**src/rtl/mem_arb_pkg.sv**
```systemverilog
// Shared widths, memory op codes, FSM state and grant types for the
// instruction/data memory arbiter.
package mem_arb_pkg;

  localparam int ADDR_W   = 32;
  localparam int WORD_W   = 32;
  localparam int MEM_OP_W = 3;
  localparam int STARVE_W = 4;

  localparam logic [MEM_OP_W-1:0] MEM_OP_NONE    = 3'd0;
  localparam logic [MEM_OP_W-1:0] MEM_OP_RD_BYTE = 3'd1;
  localparam logic [MEM_OP_W-1:0] MEM_OP_RD_HALF = 3'd2;
  localparam logic [MEM_OP_W-1:0] MEM_OP_RD_WORD = 3'd3;
  localparam logic [MEM_OP_W-1:0] MEM_OP_WR_BYTE = 3'd4;
  localparam logic [MEM_OP_W-1:0] MEM_OP_WR_HALF = 3'd5;
  localparam logic [MEM_OP_W-1:0] MEM_OP_WR_WORD = 3'd6;

  typedef enum logic [2:0] {
    ST_IDLE    = 3'd0,
    ST_BUSY_IF = 3'd1,
    ST_BUSY_D  = 3'd2,
    ST_DONE_IF = 3'd3,
    ST_DONE_D  = 3'd4
  } arb_state_e;

  typedef enum logic [1:0] {
    GNT_NONE = 2'd0,
    GNT_IF   = 2'd1,
    GNT_D    = 2'd2
  } grant_e;

  function automatic logic is_store(input logic [MEM_OP_W-1:0] op);
    return (op == MEM_OP_WR_BYTE) || (op == MEM_OP_WR_HALF) || (op == MEM_OP_WR_WORD);
  endfunction

endpackage

```
**src/rtl/mem_arb_if.sv**
```systemverilog
// Requester and memory-bus signals of the arbiter. master = arbiter side,
// slave = pipeline plus memory side.
interface mem_arb_if;
  import mem_arb_pkg::*;

  // Handshake: a requester raises req with stable address/op/data and holds
  // it until its one-cycle valid pulse; the memory ends a bus access by
  // raising i_mem_ready for one cycle while o_mem_req is high.
  logic                i_if_req;
  logic [ADDR_W-1:0]   i_if_addr;
  logic [WORD_W-1:0]   o_if_rdata;
  logic                o_if_valid;
  logic                o_stall_if;

  logic                i_d_req;
  logic [ADDR_W-1:0]   i_d_addr;
  logic [MEM_OP_W-1:0] i_d_op;
  logic [WORD_W-1:0]   i_d_wdata;
  logic [WORD_W-1:0]   o_d_rdata;
  logic                o_d_valid;
  logic                o_stall_d;

  logic                o_mem_req;
  logic [ADDR_W-1:0]   o_mem_addr;
  logic [MEM_OP_W-1:0] o_mem_op;
  logic [WORD_W-1:0]   o_mem_wdata;
  logic                i_mem_ready;
  logic [WORD_W-1:0]   i_mem_rdata;

  modport master (
    input  i_if_req, i_if_addr, i_d_req, i_d_addr, i_d_op, i_d_wdata,
    input  i_mem_ready, i_mem_rdata,
    output o_if_rdata, o_if_valid, o_stall_if,
    output o_d_rdata, o_d_valid, o_stall_d,
    output o_mem_req, o_mem_addr, o_mem_op, o_mem_wdata
  );

  modport slave (
    output i_if_req, i_if_addr, i_d_req, i_d_addr, i_d_op, i_d_wdata,
    output i_mem_ready, i_mem_rdata,
    input  o_if_rdata, o_if_valid, o_stall_if,
    input  o_d_rdata, o_d_valid, o_stall_d,
    input  o_mem_req, o_mem_addr, o_mem_op, o_mem_wdata
  );

endinterface

```
**src/rtl/mem_arb_pick.sv**
```systemverilog
// Winner selection: data has priority unless fetch has waited through
// STARVE_MAX consecutive data grants.
module mem_arb_pick
  import mem_arb_pkg::*;
#(
  parameter int STARVE_MAX = 4
) (
  input  logic                if_req_i,
  input  logic                d_req_i,
  input  logic [STARVE_W-1:0] starve_cnt_i,
  output grant_e              grant_o
);

  always_comb begin
    grant_o = GNT_NONE;
    if (d_req_i && !(if_req_i && (starve_cnt_i == STARVE_W'(STARVE_MAX)))) begin
      grant_o = GNT_D;
    end else if (if_req_i) begin
      grant_o = GNT_IF;
    end
  end

endmodule

```
**src/rtl/mem_arb.sv**
```systemverilog
// Single-port memory arbiter: grants fetch or data onto the shared bus,
// sequences the access, pulses completion and drives the stage stalls.
module mem_arb
  import mem_arb_pkg::*;
#(
  parameter int STARVE_MAX = 4
) (
  input  logic                clk,
  input  logic                clr,
  mem_arb_if.master           bus,
  output arb_state_e          state_o,
  output logic [STARVE_W-1:0] starve_cnt_o
);

  arb_state_e          state_q, state_d;
  logic [STARVE_W-1:0] starve_q, starve_d;
  logic [ADDR_W-1:0]   addr_q, addr_d;
  logic [MEM_OP_W-1:0] op_q, op_d;
  logic [WORD_W-1:0]   wdata_q, wdata_d;
  logic [WORD_W-1:0]   if_rdata_q, if_rdata_d;
  logic [WORD_W-1:0]   d_rdata_q, d_rdata_d;
  grant_e              grant;

  mem_arb_pick #(.STARVE_MAX(STARVE_MAX)) u_pick (
    .if_req_i     (bus.i_if_req),
    .d_req_i      (bus.i_d_req),
    .starve_cnt_i (starve_q),
    .grant_o      (grant)
  );

  always_comb begin
    state_d    = state_q;
    starve_d   = starve_q;
    addr_d     = addr_q;
    op_d       = op_q;
    wdata_d    = wdata_q;
    if_rdata_d = if_rdata_q;
    d_rdata_d  = d_rdata_q;
    case (state_q)
      ST_IDLE: begin
        case (grant)
          GNT_IF: begin
            state_d  = ST_BUSY_IF;
            starve_d = '0;
            addr_d   = bus.i_if_addr;
            op_d     = MEM_OP_RD_WORD;
            wdata_d  = '0;
          end
          GNT_D: begin
            addr_d  = bus.i_d_addr;
            op_d    = bus.i_d_op;
            wdata_d = is_store(bus.i_d_op) ? bus.i_d_wdata : '0;
            if (bus.i_if_req && (starve_q != STARVE_W'(STARVE_MAX))) begin
              starve_d = starve_q + STARVE_W'(1);
            end
            // A no-op data request completes without touching the bus.
            if (bus.i_d_op == MEM_OP_NONE) begin
              state_d   = ST_DONE_D;
              d_rdata_d = '0;
            end else begin
              state_d = ST_BUSY_D;
            end
          end
          default: ;
        endcase
      end
      ST_BUSY_IF: begin
        if (bus.i_mem_ready) begin
          if_rdata_d = bus.i_mem_rdata;
          state_d    = ST_DONE_IF;
        end
      end
      ST_BUSY_D: begin
        if (bus.i_mem_ready) begin
          d_rdata_d = bus.i_mem_rdata;
          state_d   = ST_DONE_D;
        end
      end
      default: state_d = ST_IDLE;
    endcase
  end

  always_ff @(posedge clk) begin
    if (clr) begin
      state_q    <= ST_IDLE;
      starve_q   <= '0;
      addr_q     <= '0;
      op_q       <= '0;
      wdata_q    <= '0;
      if_rdata_q <= '0;
      d_rdata_q  <= '0;
    end else begin
      state_q    <= state_d;
      starve_q   <= starve_d;
      addr_q     <= addr_d;
      op_q       <= op_d;
      wdata_q    <= wdata_d;
      if_rdata_q <= if_rdata_d;
      d_rdata_q  <= d_rdata_d;
    end
  end

  assign bus.o_mem_req   = (state_q == ST_BUSY_IF) || (state_q == ST_BUSY_D);
  assign bus.o_mem_addr  = addr_q;
  assign bus.o_mem_op    = op_q;
  assign bus.o_mem_wdata = wdata_q;
  assign bus.o_if_rdata  = if_rdata_q;
  assign bus.o_d_rdata   = d_rdata_q;
  assign bus.o_if_valid  = (state_q == ST_DONE_IF);
  assign bus.o_d_valid   = (state_q == ST_DONE_D);
  assign bus.o_stall_if  = bus.i_if_req && !bus.o_if_valid;
  assign bus.o_stall_d   = bus.i_d_req && !bus.o_d_valid;

  assign state_o      = state_q;
  assign starve_cnt_o = starve_q;

endmodule
```
**src/flat_wrapper.sv**
```systemverilog
// flat-port wrapper written by rule: the top's interface ports become plain ports
module mem_arb_flat import mem_arb_pkg::*;
#(
  parameter int STARVE_MAX = 4
)
  (clk, clr, state_o, starve_cnt_o, bus_i_if_req, bus_i_if_addr, bus_i_d_req, bus_i_d_addr, bus_i_d_op, bus_i_d_wdata, bus_i_mem_ready, bus_i_mem_rdata, bus_o_if_rdata, bus_o_if_valid, bus_o_stall_if, bus_o_d_rdata, bus_o_d_valid, bus_o_stall_d, bus_o_mem_req, bus_o_mem_addr, bus_o_mem_op, bus_o_mem_wdata);
  mem_arb_if bus_i ();
  input  logic clk;
  input  logic clr;
  output arb_state_e state_o;
  output logic [STARVE_W-1:0] starve_cnt_o;
  input wire logic [$bits(bus_i.i_if_req)-1:0] bus_i_if_req;
  input wire logic [$bits(bus_i.i_if_addr)-1:0] bus_i_if_addr;
  input wire logic [$bits(bus_i.i_d_req)-1:0] bus_i_d_req;
  input wire logic [$bits(bus_i.i_d_addr)-1:0] bus_i_d_addr;
  input wire logic [$bits(bus_i.i_d_op)-1:0] bus_i_d_op;
  input wire logic [$bits(bus_i.i_d_wdata)-1:0] bus_i_d_wdata;
  input wire logic [$bits(bus_i.i_mem_ready)-1:0] bus_i_mem_ready;
  input wire logic [$bits(bus_i.i_mem_rdata)-1:0] bus_i_mem_rdata;
  output wire logic [$bits(bus_i.o_if_rdata)-1:0] bus_o_if_rdata;
  output wire logic [$bits(bus_i.o_if_valid)-1:0] bus_o_if_valid;
  output wire logic [$bits(bus_i.o_stall_if)-1:0] bus_o_stall_if;
  output wire logic [$bits(bus_i.o_d_rdata)-1:0] bus_o_d_rdata;
  output wire logic [$bits(bus_i.o_d_valid)-1:0] bus_o_d_valid;
  output wire logic [$bits(bus_i.o_stall_d)-1:0] bus_o_stall_d;
  output wire logic [$bits(bus_i.o_mem_req)-1:0] bus_o_mem_req;
  output wire logic [$bits(bus_i.o_mem_addr)-1:0] bus_o_mem_addr;
  output wire logic [$bits(bus_i.o_mem_op)-1:0] bus_o_mem_op;
  output wire logic [$bits(bus_i.o_mem_wdata)-1:0] bus_o_mem_wdata;
  assign bus_i.i_if_req = bus_i_if_req;
  assign bus_i.i_if_addr = bus_i_if_addr;
  assign bus_i.i_d_req = bus_i_d_req;
  assign bus_i.i_d_addr = bus_i_d_addr;
  assign bus_i.i_d_op = bus_i_d_op;
  assign bus_i.i_d_wdata = bus_i_d_wdata;
  assign bus_i.i_mem_ready = bus_i_mem_ready;
  assign bus_i.i_mem_rdata = bus_i_mem_rdata;
  assign bus_o_if_rdata = bus_i.o_if_rdata;
  assign bus_o_if_valid = bus_i.o_if_valid;
  assign bus_o_stall_if = bus_i.o_stall_if;
  assign bus_o_d_rdata = bus_i.o_d_rdata;
  assign bus_o_d_valid = bus_i.o_d_valid;
  assign bus_o_stall_d = bus_i.o_stall_d;
  assign bus_o_mem_req = bus_i.o_mem_req;
  assign bus_o_mem_addr = bus_i.o_mem_addr;
  assign bus_o_mem_op = bus_i.o_mem_op;
  assign bus_o_mem_wdata = bus_i.o_mem_wdata;
  mem_arb #(.STARVE_MAX(STARVE_MAX)) u_core (.clk(clk), .clr(clr), .bus(bus_i), .state_o(state_o), .starve_cnt_o(starve_cnt_o));
endmodule
```
**config.mk**
```make
export PLATFORM = sky130hd
export DESIGN_NAME = mem_arb_flat
export DESIGN_NICKNAME = d
export VERILOG_FILES = /design/src/rtl/mem_arb_pkg.sv /design/src/rtl/mem_arb_if.sv /design/src/rtl/mem_arb_pick.sv /design/src/rtl/mem_arb.sv /design/src/flat_wrapper.sv
export SDC_FILE = /design/constraint.sdc
export NUM_CORES = 1
export LEC_CHECK = 0
export CORE_AREA = 2 2 174 91
export CTS_BUF_LIST = sky130_fd_sc_hd__clkbuf_4
export CTS_CLUSTER_SIZE = 25
export DETAILED_ROUTE_END_ITERATION = 8
export DIE_AREA = 0 0 176 93
export HOLD_SLACK_MARGIN = 0.15
export PLACE_DENSITY = 0.82
export SETUP_SLACK_MARGIN = 0.3
export SYNTH_ARGS = -nofsm -noshare
export SYNTH_HDL_FRONTEND = slang
export SYNTH_SLANG_ARGS = --single-unit
```
**constraint.sdc**
```tcl
create_clock -name clk -period 2.2 [get_ports clk]
set_input_delay 0.55 -clock clk [delete_from_list [all_inputs] [get_ports clk]]
set_output_delay 0.55 -clock clk [all_outputs]
set_load 0.02 [all_outputs]
```
==> results.py <==
metrics = {
    "run_status": {
        "status": "completed",
    },
    "cells_and_area": {
        "area_growth_pct": 49.77,
        "final_cell_mix": "clkdlybuf4s50_1, dfxtp_1, dlygate4sd2_1, nand2_1, a21oi_1",
        "post_route_cells_drive_above_1_share_pct": 13.94,
        "fin_cells": 1208,
        "diodes": 0,
        "nNetsFinal": 1129,
        "final_common_cell": "clkdlybuf4s50_1",
        "post-route-util_pct": 64.37,
    },
    "synth": {
        "synth_edf_count": 0,
        "syn_nets": 887,
        "async_reset_ff_share_pct": 0,
        "yosysTopAreaCell": "dfxtp_1",
        "syn_inst": 749,
        "ys_ff_latch": 138,
        "synth_flop_cell": "dfxtp_1",
        "ys_seq_area_share_pct": 43.04,
        "synth_top_area_share_pct": 43.04,
        "yosysWarningCount": 0,
        "yosysUniqueCellTypes": 50,
        "avgSynthCellArea_um2": 8.570,
        "synthesis.area_um2": 6419,
        "synth_area_leaders": "dfxtp_1, nand2_1, a311oi_2",
    },
    "run": {
        "maxCapViolations": 0,
    },
    "floorplan": {
        "die_w_um": 176,
        "core_area_um2": 14930,
        "fp-row-count": 32,
        "die_area_um2": 16370,
        "fp.dieH_um": 93,
        "initial_core_util_pct": 42.98,
        "io_pins": 279,
    },
    "timing": {
        "setup_viol": 0,
        "finalCritPeriodShare_pct": 91.27,
        "setup_ws_ps": 192.1,
        "hold_viol": 0,
        "slew_viol_final": 0,
        "relSlewSlack_pct": 51.36,
        "fin_worst_skew_ps": 29.74,
        "finalCriticalPeriod_ps": 2008,
        "clock.fmax_mhz": 498.0,
        "rsz0062_at_grt": "yes",
        "tightest_slew_ps": 729.6,
    },
    "global_routing": {
        "grt-ovfl-total": 0,
        "grt_max_degree": 70,
        "grt_pass1_wl_um": 36110,
        "track_usage_pct": 27.65,
        "antenna_found_initial": 0,
        "grt_pass1_vias": 6803,
    },
    "power_and_ir_drop": {
        "p_leak_uw": 0.003694,
        "power.density_nw_per_um2": 676.1,
        "ir_worst_vdd_mv": 0.3155,
    },
    "clock_network": {
        "path_clk_slew_ps": 120,
        "cts_sinks": 138,
        "ctsHtreeMaxLevel": 4,
        "cts_tree": "yes",
        "clockBufferDepth": 2,
        "cts_root_buf": "clkbuf_4",
        "clk_latency_ps": 530,
        "cts_hold_buffers": 0,
        "cts_made_buffers": 17,
    },
    "place": {
        "place_inst": 1174,
        "dp_slack_ps": -260.8,
        "globalplace.congestion": 0.8103,
        "hpwl_um": 15340,
        "portBuffers": 278,
    },
    "min_path": {
        "min_from": "clr",
        "hp-class": "in2reg",
    },
    "setup_path": {
        "crit_chain": "buf_6 -> nor3b_4 -> buf_4 -> buf_6",
        "start_kind": "flop",
        "crit_buf_inv": 3,
        "worst_ep_required_time_ps": 1650,
        "cp_slowest_stage_delay_ps": 380,
        "critPathTopFamily": "flip-flops",
        "worstPathArrival_ps": 1460,
        "r2r_start": "u_core.starve_cnt_o[0]",
        "crit_fanout": 3,
        "cp_slowest_cell": "dfxtp_4",
        "cp_common_cell": "buf_6",
        "crit_type": "reg2out",
        "end_kind": "primary output",
        "crit_path_start": "u_core.state_o[1]",
    },
    "drt": {
        "vias": 6982,
        "viasPerCell": 5.780,
        "wl_um": 22790,
        "ant_nets": 0,
        "drc": 0,
        "wl_per_cell_um": 18.87,
        "drtPass1Iterations": 5,
        "drt_iter0_drc": 441,
    },
}
## tightest hold or removal path, stage by stage
cell and delay [ps]:
buf_4 130, clkinv_1 70, a41o_1 150
## cell type report
type / instances / area [um^2]
fill: 1341 / 5321
multi-input combinational: 480 / 3069
timing repair buffer: 317 / 3039
sequential: 138 / 2776
tap: 204 / 255.2
clock inverter: 13 / 191.4
clock buffer: 19 / 142.6
inverter: 37 / 138.9
## state kept, by name, indices dropped and copies added (netlist names)
| name | count |
|---|---|
| u_core.bus.o_d_rdata | 32 |
| u_core.bus.o_if_rdata | 32 |
| u_core.bus.o_mem_addr | 32 |
| u_core.bus.o_mem_wdata | 32 |
| u_core.starve_cnt_o | 4 |
| u_core.bus.o_mem_op | 3 |
| u_core.state_o | 3 |
## layer usage
metal / track usage, % / up-vias / wire length [um]
li1: - / 3300 / -
met1: 36.19 / 3315 / 10020
met2: 43.70 / 343 / 10050
met3: 9.146 / 24 / 2442
met4: 7.920 / 0 / 280
met5: 0 / - / 0
## synthesized netlist by cell type, types with 2 or more instances
| cell | count |
|---|---|
| a211oi_1 | 3 |
| a21oi_1 | 69 |
| a2bb2oi_1 | 3 |
| a311oi_1 | 9 |
| a311oi_2 | 24 |
| a31oi_1 | 34 |
| buf_2 | 24 |
| buf_4 | 16 |
| buf_6 | 7 |
| clkbuf_1 | 44 |
| clkbuf_2 | 2 |
| dfxtp_1 | 138 |
| ha_1 | 2 |
| inv_1 | 35 |
| nand2_1 | 103 |
| nand3_1 | 34 |
| nand4_1 | 40 |
| nand4b_1 | 3 |
| nor2_1 | 4 |
| nor2_2 | 2 |
| nor2b_1 | 2 |
| nor3_1 | 3 |
| nor3b_1 | 2 |
| o21ai_0 | 35 |
| o21ai_1 | 25 |
| o311ai_0 | 14 |
| o311ai_1 | 18 |
| o32ai_1 | 32 |
## worst paths after layout
| path | to | depth (start not counted) | slack [ps] |
|---|---|---|---|
| worst max-delay path | bus_o_d_valid | 4 | 190 |
| worst min-delay path | u_core.bus.o_mem_op[2] | 3 | 420 |
| worst max register to register | u_core.bus.o_d_rdata[23] | 6 | 480 |
| worst min register to register | u_core.bus.o_if_rdata[1] | 2 | 460 |
## where the power goes
group,internal (uW),switching (uW)
logic,756,992
registers,2680,107
clock network,944,1020
total,4380,2120
## logic make-up after synthesis
logic type	after synthesis	synth area share, %
adders and majority gates	2	0.3898
buffers and inverters	131	9.922
xor gates and xnor gates	1	0.1365
DFF	138	43.04
and+or+nand+nor	205	15.96
AOI/OAI and AO/OA	272	30.55
## through the flow
step	total power [uW]	instance area, um^2	hold WS (ps)	TNS [ps]
after floorplan	3797	6429	533.5	0
after global placement	4664	9442	440.6	-855.9
after detailed placement	4697	9442	445.7	-1452
after CTS	6539	9638	369.5	0
after global routing	6803	9613	374.3	0
final	6500	9613	423.3	0
## timing repair
| action | 4_1_cts | 5_1_grt |
|---|---|---|
| buffers inserted | 2 | 0 |
| endpoints found under the setup margin | 143 | 34 |
| gates resized for setup | 184 | 41 |
| pin swaps | 2 | 2 |
Note: power is estimated with default switching activity, not from simulation.
